<file path="config.mk">
export PLATFORM = sky130hd
export DESIGN_NAME = instr_encoder
export DESIGN_NICKNAME = d
export VERILOG_FILES = /design/src/rtl/instr_encoder.sv
export SDC_FILE = /design/constraint.sdc
export NUM_CORES = 1
export LEC_CHECK = 0
export BUFFER_PORTS_ARGS = -buffer_cell sky130_fd_sc_hd__buf_2
export CAP_MARGIN = 20
export CORE_ASPECT_RATIO = 0.5
export CORE_UTILIZATION = 40
export CTS_CLUSTER_SIZE = 10
export DETAILED_ROUTE_END_ITERATION = 7
export PLACE_DENSITY = 0.72
export SYNTH_ARGS = -nofsm -noshare
export SYNTH_HDL_FRONTEND = slang
export SYNTH_SLANG_ARGS = --single-unit
</file>
<file path="constraint.sdc">
create_clock -name clk -period 4.6 [get_ports clk]
set_input_delay 0.46 -clock clk [delete_from_list [all_inputs] [get_ports clk]]
set_output_delay 0.46 -clock clk [all_outputs]
set_load 0.01 [all_outputs]
</file>
<file path="src/rtl/instr_encoder.sv">
// instr_encoder: packs symbolic instructions into 32-bit machine words and
// writes them to consecutive instruction-memory addresses. Mirrors the
// CPU control decoder's field layout. Illegal mnemonics are consumed
// without a write and raise a sticky error flag.
module instr_encoder #(
    parameter int ADDR_W = 8
) (
    input  logic              clk,
    input  logic              rst_n,
    input  logic              clear,
    input  logic              in_valid,
    output logic              in_ready,
    input  logic [3:0]        op,
    input  logic [4:0]        rs,
    input  logic [4:0]        rt,
    input  logic [4:0]        rd,
    input  logic [15:0]       imm,
    input  logic [25:0]       target,
    output logic              mem_we,
    output logic [ADDR_W-1:0] mem_addr,
    output logic [31:0]       mem_wdata,
    output logic [ADDR_W:0]   word_count,
    output logic              full,
    output logic              err_illegal
);

    localparam logic [0:0]      ST_LOAD = 1'b0;
    localparam logic [0:0]      ST_FULL = 1'b1;
    localparam logic [ADDR_W:0] DEPTH   = {1'b1, {ADDR_W{1'b0}}};

    // Returns {legal, word}; illegal mnemonics give legal=0 and a zero word.
    function automatic logic [32:0] encode(
        input logic [3:0]  f_op,
        input logic [4:0]  f_rs,
        input logic [4:0]  f_rt,
        input logic [4:0]  f_rd,
        input logic [15:0] f_imm,
        input logic [25:0] f_target
    );
        logic [32:0] res;
        case (f_op)
            4'd0:    res = {1'b1, 6'd25, f_rs, f_rt, f_rd, 5'd0, 6'd32};
            4'd1:    res = {1'b1, 6'd25, f_rs, f_rt, f_rd, 5'd0, 6'd34};
            4'd2:    res = {1'b1, 6'd25, f_rs, f_rt, f_rd, 5'd0, 6'd36};
            4'd3:    res = {1'b1, 6'd25, f_rs, f_rt, f_rd, 5'd0, 6'd37};
            4'd4:    res = {1'b1, 6'd25, f_rs, f_rt, f_rd, 5'd0, 6'd50};
            4'd5:    res = {1'b1, 6'd47, f_rs, f_rt, f_imm};
            4'd6:    res = {1'b1, 6'd48, f_rs, f_rt, f_imm};
            4'd7:    res = {1'b1, 6'd49, f_rs, f_rt, f_imm};
            4'd8:    res = {1'b1, 6'd50, f_rs, f_rt, f_imm};
            4'd9:    res = {1'b1, 6'd51, f_rs, f_rt, f_imm};
            4'd10:   res = {1'b1, 6'd2, f_target};
            default: res = {1'b0, 32'd0};
        endcase
        return res;
    endfunction

    logic [0:0]        state_r;
    logic [0:0]        state_next_s;
    logic [ADDR_W:0]   count_r;
    logic [ADDR_W:0]   count_inc_s;
    logic              mem_we_r;
    logic [ADDR_W-1:0] mem_addr_r;
    logic [31:0]       mem_wdata_r;
    logic              err_r;
    logic              accept_s;
    logic [32:0]       enc_s;

    assign full        = (state_r == ST_FULL);
    assign in_ready    = ~full & ~clear;
    assign mem_we      = mem_we_r;
    assign mem_addr    = mem_addr_r;
    assign mem_wdata   = mem_wdata_r;
    assign word_count  = count_r;
    assign err_illegal = err_r;

    // Handshake, encoding and next-state decision for the current request.
    always_comb begin
        accept_s     = in_valid & in_ready;
        enc_s        = encode(op, rs, rt, rd, imm, target);
        count_inc_s  = count_r + {{ADDR_W{1'b0}}, 1'b1};
        state_next_s = state_r;
        case (state_r)
            ST_LOAD: begin
                if (accept_s && enc_s[32] && (count_inc_s == DEPTH)) begin
                    state_next_s = ST_FULL;
                end else begin
                    state_next_s = ST_LOAD;
                end
            end
            ST_FULL: state_next_s = ST_FULL;
            default: state_next_s = ST_LOAD;
        endcase
    end

    // State, pointer/count, sticky error and registered write port.
    always_ff @(posedge clk) begin
        if (!rst_n) begin
            state_r     <= ST_LOAD;
            count_r     <= {(ADDR_W+1){1'b0}};
            err_r       <= 1'b0;
            mem_we_r    <= 1'b0;
            mem_addr_r  <= {ADDR_W{1'b0}};
            mem_wdata_r <= 32'd0;
        end else if (clear) begin
            state_r  <= ST_LOAD;
            count_r  <= {(ADDR_W+1){1'b0}};
            err_r    <= 1'b0;
            mem_we_r <= 1'b0;
        end else begin
            state_r  <= state_next_s;
            mem_we_r <= 1'b0;
            if (accept_s) begin
                if (enc_s[32]) begin
                    mem_we_r    <= 1'b1;
                    mem_addr_r  <= count_r[ADDR_W-1:0];
                    mem_wdata_r <= enc_s[31:0];
                    count_r     <= count_inc_s;
                end else begin
                    err_r <= 1'b1;
                end
            end
        end
    end

endmodule

</file>
Word level (Yosys, flattened, before mapping)
Cells that the tools add are included.
Storage, ports and cells
  flip-flop bits (word level): 52
  bits of input ports: 65
  output and inout port bits: 53
Cells by class
  add/sub/neg operators: 1
  reduce and logical (&&, ||, !) cells: 8
  bitwise operators: 7
  equal/unequal tests: 11
  multiplexer cells: 4
Operator list (count)
  33-bit one-hot mux with 11 select lines: 1
  4-bit by 3-bit == test with 1-bit output, second input constant: 4
  4-bit == test, second input constant: 3
  9-bit by 1-bit adder with 9-bit output, second input constant: 1
  9-bit == test, second input constant: 1
  4-bit by 2-bit == test with 1-bit output, second input constant: 2
  1-bit inverter: 5
  4-bit by 1-bit == test with 1-bit output, second input constant: 1
  4-bit logical NOT: 1
  2-bit AND reduction: 2
  3-bit AND reduction: 1
  3-bit OR reduction: 1
  1-bit AND: 2
  1-bit logical AND: 2
  1-bit 2-to-1 mux: 2
  1-bit one-hot mux with 2 select lines: 1
  2-bit OR reduction: 1

Logic depth before layout (Yosys ltp)
  depth in word-level cells: 7
  gate-level depth with buffers: 7

Least setup slack after synthesis
No wires, ideal clock.
  path type: input port to flip-flop
  from: input clear
  to: register count_r[6], in the netlist word_count[6]
  arrival time: 1652 ps
  setup time: 132 ps
  buffers on the path: 2
  required time: 4468 ps
  cell stages on the path: 6
  setup slack: 2815 ps
  cell sequence: or3b_4 -> a21o_1 -> buf_2 -> buf_2 -> o31ai_1 -> a21oi_1
On the way
  word-level cells in the longest chain between the ends: 4
  elaborated cells on any way between the ends: 5
  those cells by class: bitwise (3); reduce/logical (2)
Ends and longest elaborated chain
  from (decl): line 10  | input logic clear,
  1-bit inverter (no source line)
  1-bit AND: line 70  | assign in_ready = ~full & ~clear;
  1-bit AND: line 79  | accept_s = in_valid & in_ready;
  2-bit AND reduction (no source line)
  to (signal assigned): line 100  | count_r <= {(ADDR_W+1){1'b0}};
  to (signal assigned): line 107  | count_r <= {(ADDR_W+1){1'b0}};
  to (signal assigned): line 118  | count_r <= count_inc_s;
  to (decl): line 60  | logic [ADDR_W:0] count_r;
Parallel ways exist; a longest one is shown, timed or not.
A chain may end at the register's enable or synchronous reset.

Worst setup path after layout
  from: register state_r, in the netlist full
  to: register count_r[8], in the netlist word_count[8]
On the way
  word-level cells in the longest chain between the ends: 4
Ends and longest elaborated chain
  from (decl): line 58  | logic [0:0] state_r;
  from (signal assigned): line 111  | state_r <= state_next_s;
  1-bit inverter
  1-bit AND: line 70
  1-bit AND: line 79
  2-bit AND reduction (no source line)
Every way passes these cells.

==> reports/qor.yml <==
run_status:
  status: "complete, no violations"
clock_tree:
  cts_resized: 0
  clock-root-buffer: "clkbuf_16"
  h-tree-depth: 2
  cts_tree: "yes"
  cts.hold.buffers_added: 0
  post_cts_buffers: 0
  cts_buffers: 5
  clk_pin_slew_worst_paths_ns: 0.07
  clock-sinks: 52
  clk_latency_ns: 0.28
  cts_buffer_depth: 2
die:
  ios: 118
  fp-row-count: 20
  die_h_microns: 59.5
  dieArea_sq_mm: 0.00695
  initial_core_util_pct: 42.4
  fp.dieW_microns: 117
  core_area_sq_mm: 0.00623
cells_and_area:
  syn2layout_area_growth_pct: 29.5
  nFillCells: 622
  stdcell_count: 508
  final_util_pct: 54.9
  fin_area_sq_mm: 0.00342
  diodes: 0
  drive_gt1_share_pct: 32.4
  nNetsFinal: 486
route:
  drcViolationCount: 0
  viasPerCell: 5.33
  routed_wirelength_microns: 7110
  ant_nets: 0
  wl_per_cell_microns: 14.0
  firstDrtPassIters: 4
  drt_first_iter_violations: 179
  vias: 2707
global_routing:
  overflow: 0
  grt_first_pass_wirelength_microns: 11100
  grt_max_degree: 43
  antenna_found_initial: 0
  grt_usage_pct: 20.5
  first_global_vias: 2237
power_and_ir_drop:
  p_clk_share_pct: 39.8
  sw_frac_of_total_pct: 24.4
  switching_power_uw: 255
  powerDensity_mw_per_mm2: 306
  peakVddDrop_mv: 0.146
  comb_power_share_pct: 14.7
  totalPowerFinal_uw: 1050
  p_seq_share_pct: 45.5
  cellInternalPower_uw: 791
  p_leak_uw: 0.00153
placement:
  dpl-instance-area_sq_mm: 0.00325
  placedCellCount: 499
  place_congestion: 0.783
  dp_hpwl_microns: 4910
  io_buffers: 117
sta:
  post-route-period-util_pct: 47.4
  fin_crit_ns: 2.18
  fmax_ghz: 0.458
  drv_slew: 0
  relSlewSlack_pct: 40.4
  fin_skew_ns: 0.00208
  grt_setup_unrepaired: "no"
  hold_violations: 0
  worst_pin_slew_ns: 0.892
  setup-tns-final_ns: 0
  setup_viol: 0
logic_synthesis:
  ys_top_cells_by_count: "dfxtp_1 (52), nand2_1 (33), nor2_1 (32), a21oi_1 (23), o21ai_0 (17)"
  yosys_warnings: 0
  yosysSeqAreaShare_pct: 39.4
  synth_area_leaders: "dfxtp_1 (39%), a221oi_1 (5.3%), nand2_1 (4.7%)"
  synth_ff_type: "dfxtp_1"
  yosysTopAreaCell: "dfxtp_1"
  synth.ff_latch_count: 52
  syn_inst: 319
  synth_top_area_share_pct: 39.4
  synthDistinctLibCells: 47
  synthesis.nets: 386
  syn_area_sq_mm: 0.00264
  yosysMostFrequentCell: "dfxtp_1"
  syn_area_per_cell_sq_um: 8.28
  synth_edf_count: 0
  ys_async_sr_fraction_pct: 0
worst_setup_path:
  worstPathArrival_ns: 2.39
  endpoint_kind: "flip-flop"
  reg2reg_depth: 5
  cp.required_ns: 4.81
  critical_path.startpoint_type: "flip-flop"
  cp_max_fo: 27
  crit_type: "reg2reg"
run:
  cap_violations: 0
min_path:
  hold_depth: 3
  hold_path.class: "in2reg"
## per-stage QoR
stage / worst slack (ns) / hold WS (ns)
2_1_floorplan: 2.82 / 0.485
3_3_place_gp: 1.76 / 0.451
3_5_place_dp: 1.74 / 0.458
4_1_cts: 2.06 / 0.420
5_1_grt: 2.29 / 0.427
6_report: 2.42 / 0.428
## metal layers
metal	track usage, %	part of all wire, %
met1	28.5	50
met3	3.37	2.7
met5	0	0
met2	33.9	47
met4	3.80	0.51
## final timing paths
check / startpoint / to / slack, ns
max reg2reg: full / word_count[8] / 2.42
min: imm[11] / mem_wdata[11] / 0.43
min reg2reg: mem_addr[1] / mem_addr[1] / 0.46
max: full / word_count[8] / 2.42
## power by group through the flow
| stage | combinational [uW] | clock (uW) | sequential [uW] |
|---|---|---|---|
| 3_5_place_dp | 153 | 0 | 486 |
| 3_3_place_gp | 154 | 0 | 485 |
| 6_report | 154 | 417 | 476 |
| 4_1_cts | 154 | 427 | 476 |
| 2_1_floorplan | 80.7 | 0 | 495 |
| 5_1_grt | 171 | 448 | 477 |
## layout make-up
cell class | instances | area, sq um | share of cell area, %
Tap cell | 88 | 110 | 3.22
Multi-Input combinational cell | 233 | 1470 | 42.9
Timing Repair Buffer | 121 | 616 | 18.0
Clock buffer | 6 | 129 | 3.77
Sequential cell | 52 | 1040 | 30.4
Clock inverter | 2 | 35.0 | 1.02
Inverter | 6 | 22.5 | 0.659
## state kept, by name, indices dropped and copies added (netlist names)
signal       flops
mem_we           1
full             1
err_illegal      1
mem_addr         8
word_count       9
mem_wdata       32
## critical path, stage by stage (launching register included)
cell and delay (ns):
dfxtp_1 0.35, or3b_4 0.45, a21o_1 0.34, buf_4 0.30
or4_1 0.52, a21oi_1 0.15
## cells in the final DEF (no fill, tap or decap), types with 2 or more instances in the layout
cell / instances
clkbuf_16: 5
a21o_1: 4
nand2_1: 33
nand3_1: 3
a31oi_1: 7
buf_2: 117
ha_1: 2
nor3b_1: 11
o211a_1: 7
nor3_1: 3
inv_1: 6
nor2b_1: 14
buf_4: 4
or4_1: 3
a21boi_0: 10
nor2_1: 32
or3_1: 2
dfxtp_1: 52
a211oi_1: 2
xnor2_1: 6
o221ai_1: 2
o31ai_1: 5
a221oi_1: 16
a21oi_1: 23
nand2b_1: 4
o22ai_1: 2
o21ai_0: 17
o221a_2: 6
## cell families (layout without fill, tap and decap cells)
logic type	Yosys count	count (layout)	synth area share (%)
AO/OA/AOI/OAI	112	112	30.6
AND/OR/NAND/NOR	111	111	20.9
flip-flops	52	52	39.4
buffers and inverters	34	135	5.35
XOR/XNOR	7	7	2.32
adder cells (fa/ha/maj)	2	2	0.947
multiplexers	1	1	0.379
No activity file was read; power rests on OpenSTA's default activity.
